==> src/rtl/bin2sseg_conv_pkg.sv <==
// Shared segment patterns, FSM states and the double-dabble adjust step
// for the binary to seven-segment converter.
package bin2sseg_conv_pkg;

    localparam logic [6:0] SEG_0     = 7'b1000000;
    localparam logic [6:0] SEG_1     = 7'b1111001;
    localparam logic [6:0] SEG_2     = 7'b0100100;
    localparam logic [6:0] SEG_3     = 7'b0110000;
    localparam logic [6:0] SEG_4     = 7'b0011001;
    localparam logic [6:0] SEG_5     = 7'b0010010;
    localparam logic [6:0] SEG_6     = 7'b0000010;
    localparam logic [6:0] SEG_7     = 7'b1111000;
    localparam logic [6:0] SEG_8     = 7'b0000000;
    localparam logic [6:0] SEG_9     = 7'b0010000;
    localparam logic [6:0] SEG_BLANK = 7'b1111111;
    localparam logic [6:0] SEG_DASH  = 7'b0111111;

    typedef enum logic [1:0] {
        ST_IDLE,
        ST_SHIFT,
        ST_LOAD
    } state_t;

    function automatic logic [15:0] bcd_add3(input logic [15:0] b);
        logic [15:0] r;
        for (int i = 0; i < 4; i++) begin
            r[4*i +: 4] = (b[4*i +: 4] >= 4'd5) ? b[4*i +: 4] + 4'd3
                                                : b[4*i +: 4];
        end
        return r;
    endfunction

endpackage

==> src/rtl/bin2sseg_conv_bcd_to_sseg.sv <==
// One BCD digit to an active-low {g,f,e,d,c,b,a} pattern.
// Non-decimal codes show as blank.
module bcd_to_sseg
    import bin2sseg_conv_pkg::*;
(
    input  logic [3:0] bcd,
    output logic [6:0] seg
);

    always_comb begin
        case (bcd)
            4'd0:    seg = SEG_0;
            4'd1:    seg = SEG_1;
            4'd2:    seg = SEG_2;
            4'd3:    seg = SEG_3;
            4'd4:    seg = SEG_4;
            4'd5:    seg = SEG_5;
            4'd6:    seg = SEG_6;
            4'd7:    seg = SEG_7;
            4'd8:    seg = SEG_8;
            4'd9:    seg = SEG_9;
            default: seg = SEG_BLANK;
        endcase
    end

endmodule

==> src/rtl/bin2sseg_conv.sv <==
// Binary value in over valid/ready, four registered seven-segment digits out.
// Sequential double-dabble, one shift per clock.
module bin2sseg_conv
    import bin2sseg_conv_pkg::*;
#(
    parameter int IN_BITS = 14,
    parameter bit LZB     = 1'b1
) (
    input  logic               clk,
    input  logic               rst,
    input  logic [IN_BITS-1:0] in_data,
    input  logic               in_valid,
    output logic               in_ready,
    output logic               done,
    output logic [6:0]         dig0,
    output logic [6:0]         dig1,
    output logic [6:0]         dig2,
    output logic [6:0]         dig3
);

    localparam int CW = $clog2(IN_BITS + 1);

    state_t             state;
    state_t             state_nx;
    logic [15:0]        bcd;
    logic [15:0]        bcd_adj;
    logic [IN_BITS-1:0] bin;
    logic [CW-1:0]      cnt;
    logic               ovf;
    logic               last;
    logic [6:0]         seg_raw [4];
    logic [6:0]         disp [4];
    logic [3:0]         zero;
    logic [3:0]         blank;

    assign in_ready = (state == ST_IDLE);
    assign last     = (cnt == CW'(IN_BITS - 1));
    assign bcd_adj  = bcd_add3(bcd);

    always_ff @(posedge clk) begin
        if (!rst) state <= ST_IDLE;
        else      state <= state_nx;
    end

    always_comb begin
        state_nx = state;
        case (state)
            ST_IDLE:  if (in_valid) state_nx = ST_SHIFT;
            ST_SHIFT: if (last)     state_nx = ST_LOAD;
            ST_LOAD:                state_nx = ST_IDLE;
            default:                state_nx = ST_IDLE;
        endcase
    end

    always_ff @(posedge clk) begin
        if (!rst) begin
            bcd <= '0;
            bin <= '0;
            cnt <= '0;
            ovf <= 1'b0;
        end else begin
            case (state)
                ST_IDLE: if (in_valid) begin
                    bcd <= '0;
                    bin <= in_data;
                    cnt <= '0;
                    ovf <= 32'(in_data) > 32'd9999;
                end
                ST_SHIFT: begin
                    {bcd, bin} <= {bcd_adj, bin} << 1;
                    cnt        <= cnt + CW'(1);
                end
                default: ;
            endcase
        end
    end

    for (genvar g = 0; g < 4; g++) begin : g_enc
        bcd_to_sseg u_enc (
            .bcd (bcd[4*g +: 4]),
            .seg (seg_raw[g])
        );
        assign zero[g] = (bcd[4*g +: 4] == 4'd0);
    end

    // A digit blanks only when it and everything above it is zero.
    assign blank[3] = LZB && zero[3];
    assign blank[2] = blank[3] && zero[2];
    assign blank[1] = blank[2] && zero[1];
    assign blank[0] = 1'b0;

    always_comb begin
        for (int k = 0; k < 4; k++) begin
            disp[k] = ovf      ? SEG_DASH  :
                      blank[k] ? SEG_BLANK : seg_raw[k];
        end
    end

    always_ff @(posedge clk) begin
        if (!rst) begin
            done <= 1'b0;
            dig0 <= SEG_BLANK;
            dig1 <= SEG_BLANK;
            dig2 <= SEG_BLANK;
            dig3 <= SEG_BLANK;
        end else begin
            done <= (state == ST_LOAD);
            if (state == ST_LOAD) begin
                dig0 <= disp[0];
                dig1 <= disp[1];
                dig2 <= disp[2];
                dig3 <= disp[3];
            end
        end
    end

endmodule

==> config.mk <==
export PLATFORM = sky130hd
export DESIGN_NAME = bin2sseg_conv
export DESIGN_NICKNAME = d
export VERILOG_FILES = /design/src/rtl/bin2sseg_conv_pkg.sv /design/src/rtl/bin2sseg_conv_bcd_to_sseg.sv /design/src/rtl/bin2sseg_conv.sv
export SDC_FILE = /design/constraint.sdc
export NUM_CORES = 1
export LEC_CHECK = 0
export ABC_CLOCK_PERIOD_IN_PS = 2500
export BUFFER_PORTS_ARGS = -buffer_cell sky130_fd_sc_hd__buf_2
export CORE_MARGIN = 5
export CORE_UTILIZATION = 59
export DETAILED_ROUTE_END_ITERATION = 12
export PLACE_DENSITY = 0.8
export SYNTH_ARGS = -nofsm -noshare
export SYNTH_HDL_FRONTEND = slang
export SYNTH_SLANG_ARGS = --single-unit
==> constraint.sdc <==
create_clock -name clk -period 2.5 [get_ports clk]
set_input_delay 0.5 -clock clk [delete_from_list [all_inputs] [get_ports clk]]
set_output_delay 0.5 -clock clk [all_outputs]
set_load 0.05 [all_outputs]
==> results.tsv <==
metric	value	unit
drc_errors	0	
ctsRootBufferMaster	clkbuf_8	
powerDensity	536	nW/um2
cp-end-kind	flop	
r2r-start	bcd[8]	
initial_core_util	59.9	%
gr-total-overflow	0	
syn_avg_cell_area	8.75	um2
power.total	2.77	mW
drv_slew	0	
critPathKind	flop to flop	
antenna_found_initial	0	
reg2reg_depth	10	
clockBufferDepth	2	
rsz0062_at_grt	false	
path_max_fanout	5	
fmax	429	MHz
die-area	9630	um2
wirelength	10100	um
final_cells	677	
status	completed	
ys_warn_count	0	
hpwl	7370	um
clock_sinks	94	
r2r_end	g_enc[3].u_enc.seg[5]	
synth_area	4580	um2
post-route-period-util	93.2	%
synth_edf_count	0	
syn2layout_area_growth	12.8	%
drt_iter0_drc	219	
synth_cell_types	64	
relSlewSlack	59.6	%
clkSlewWorstSetupHoldPaths	100	ps
drtAntennaViolNets	0	
syn_nets	574	
async_reset_ff_share	0	%
regToRegSetupSlack	170	ps
die_height	98.1	um
yosys_register_bits	94	
finalCriticalPeriod	2330	ps
clock_skew	10.9	ps
design_area	5170	um2
cap_violations	0	
dp.cells	661	
grt_util_all_layers	21.4	%
nets	620	
num_vias	3905	
drive_above_1_share	17.9	%
tns	0	ps
ys_seq_area_share	41.1	%
critical_path_arrival	2620	ps
endpoint	g_enc[3].u_enc.seg[5]	
cts_buffers	9	
diodes	0	
syn_inst	524	
drt_pass1_iterations	5	
crit_start	bcd[8]	
grt_pass1_wl	17300	um
worst_ep_required_time	2790	ps
first_global_vias	3706	
hp-class	input port to flop	
ctsHoldBuffers	0	
synth_ff_type	dfxtp_1	
cts_setup_buffers	0	
routedWlPerCell	14.9	um
viasPerCell	5.77	
h-tree-depth	3	
rows	32	
worst_pin_slew	605	ps
die_w	98.1	um
placed_area	4960	um2
grt_max_degree	55	
ioPinCount	47	
gp_congestion	0.899	
worstSetupStartpointType	flop	
hold_viol	0	
portBuffers	46	
leakage	2.30	nW
peakVddDrop	367	uV
design.core.area	7650	um2
clk_latency	360	ps
cts_tree	built	
setup_viol	0	
[how the worst min path moves through the flow]
stage / start / to / slack [ps] / cells after the start
floorplan: bin[3] / bin[4] / 410 / 2
finish: in_data[0] / bin[0] / 360 / 2
detailed placement: g_enc[1].u_enc.seg[5] / dig1[5] / 430 / 2
global route: in_data[0] / bin[0] / 370 / 2
global placement: g_enc[2].u_enc.seg[2] / dig2[2] / 420 / 2
CTS: in_data[0] / bin[0] / 350 / 2
[worst max-delay path: stages, from the launching register on]
cell and delay (ps):
dfxtp_2 360, inv_1 100, ha_1 240, nor2b_1 170, or3_1 330, a21oi_2 160
or2_2 170, inv_1 90, ha_1 230, mux2_2 280, a22oi_1 140
[repair_timing]
item                                    in CTS  in global routing
gates resized for setup                      0                  3
endpoints found under the setup margin       0                  4
endpoints found under the hold margin        0                  0
[metal layers]
metal / up-vias / wire [um] / GRT usage, %
li1: 1951 / - / -
met1: 1809 / 4460 / 27.9
met2: 128 / 4900 / 36.5
met3: 17 / 554 / 3.36
met4: 0 / 200 / 6.41
met5: - / 0 / 0
[cell families (layout without fill, tap and decap cells)]
family | after synthesis | in the layout | synth area share [%]
xor gates and xnor gates | 5 | 5 | 0.956
adders and majority gates | 33 | 33 | 9.01
muxes | 11 | 11 | 2.59
DFF | 94 | 94 | 41.1
AOI/OAI and AO/OA | 169 | 169 | 25.4
buffers and inverters | 76 | 127 | 6.99
and+or+nand+nor | 136 | 136 | 14.0
[registers in the layout, indices dropped and copies added (netlist names)]
| name | cells |
|---|---|
| g_enc.u_enc.seg | 28 |
| bcd | 16 |
| bin | 14 |
| dig0 | 7 |
| dig1 | 7 |
| dig2 | 7 |
| dig3 | 7 |
| cnt | 4 |
| state | 2 |
| done | 1 |
| ovf | 1 |
[cells in the final DEF (no fill, tap or decap), types with 3 or more instances in the layout]
cell and instances:
nand2b_1 4, clkbuf_8 9, a21oi_1 24, xnor2_1 3, or2_2 3, nor2b_1 5
buf_4 21, nand2_1 57, o211ai_1 9, o211ai_2 3, mux2i_1 7, o21ai_1 4
a211oi_1 4, a22oi_1 17, and3_1 3, ha_1 33, o21ai_0 30, a22o_1 3
mux2_2 3, buf_2 46, o311ai_0 4, a21o_1 6, o21a_1 4, and2_1 7
nor2_1 29, nor3b_1 4, nor3_1 7, o2111ai_1 3, inv_1 41, a31oi_1 10
o22ai_1 22, nand3_1 9, dfxtp_1 93
[Yosys cell counts (5+ instances only)]
cell / instances / area share, %
dfxtp_1: 94 / 41
nand2_1: 57 / 4.7
inv_1: 41 / 3.4
ha_1: 33 / 9.0
o21ai_0: 30 / 3.3
nor2_1: 29 / 2.4
a21oi_1: 25 / 2.7
o22ai_1: 22 / 3.0
clkbuf_1: 19 / 1.6
a22oi_1: 17 / 2.8
a31oi_1: 10 / 1.4
buf_2: 10 / 1.1
nand3_1: 9 / 0.98
o211ai_1: 9 / 1.5
and2_1: 7 / 0.96
mux2i_1: 7 / 1.5
nor3_1: 7 / 0.76
a21o_1: 6 / 0.98
nor2b_1: 5 / 0.68
[power by group]
| group | internal, mW | switching (mW) | total (mW) |
|---|---|---|---|
| Sequential | 1.53 | 0.0226 | 1.55 |
| Combinational | 0.0831 | 0.128 | 0.211 |
| Clock | 0.470 | 0.539 | 1.01 |
[final cells by class]
| cell class | count | area, um2 |
|---|---|---|
| well taps | 102 | 128 |
| clock buffers | 10 | 128 |
| flip-flops and latches | 94 | 1880 |
| multi-input cells | 354 | 2390 |
| repair buffers | 68 | 408 |
| clock inverters | 6 | 71.3 |
| inverters | 43 | 161 |
| fillers | 614 | 2480 |
[through the flow]
stage	setup WS (ps)	util (%)	hold slack [ps]
global placement	218	64.9	422
finish	171	67.6	359
CTS	113	67.5	355
detailed placement	92.4	64.9	430
global route	3.99	67.6	366
floorplan	372	-	410
(Power assumes the default switching activity.)
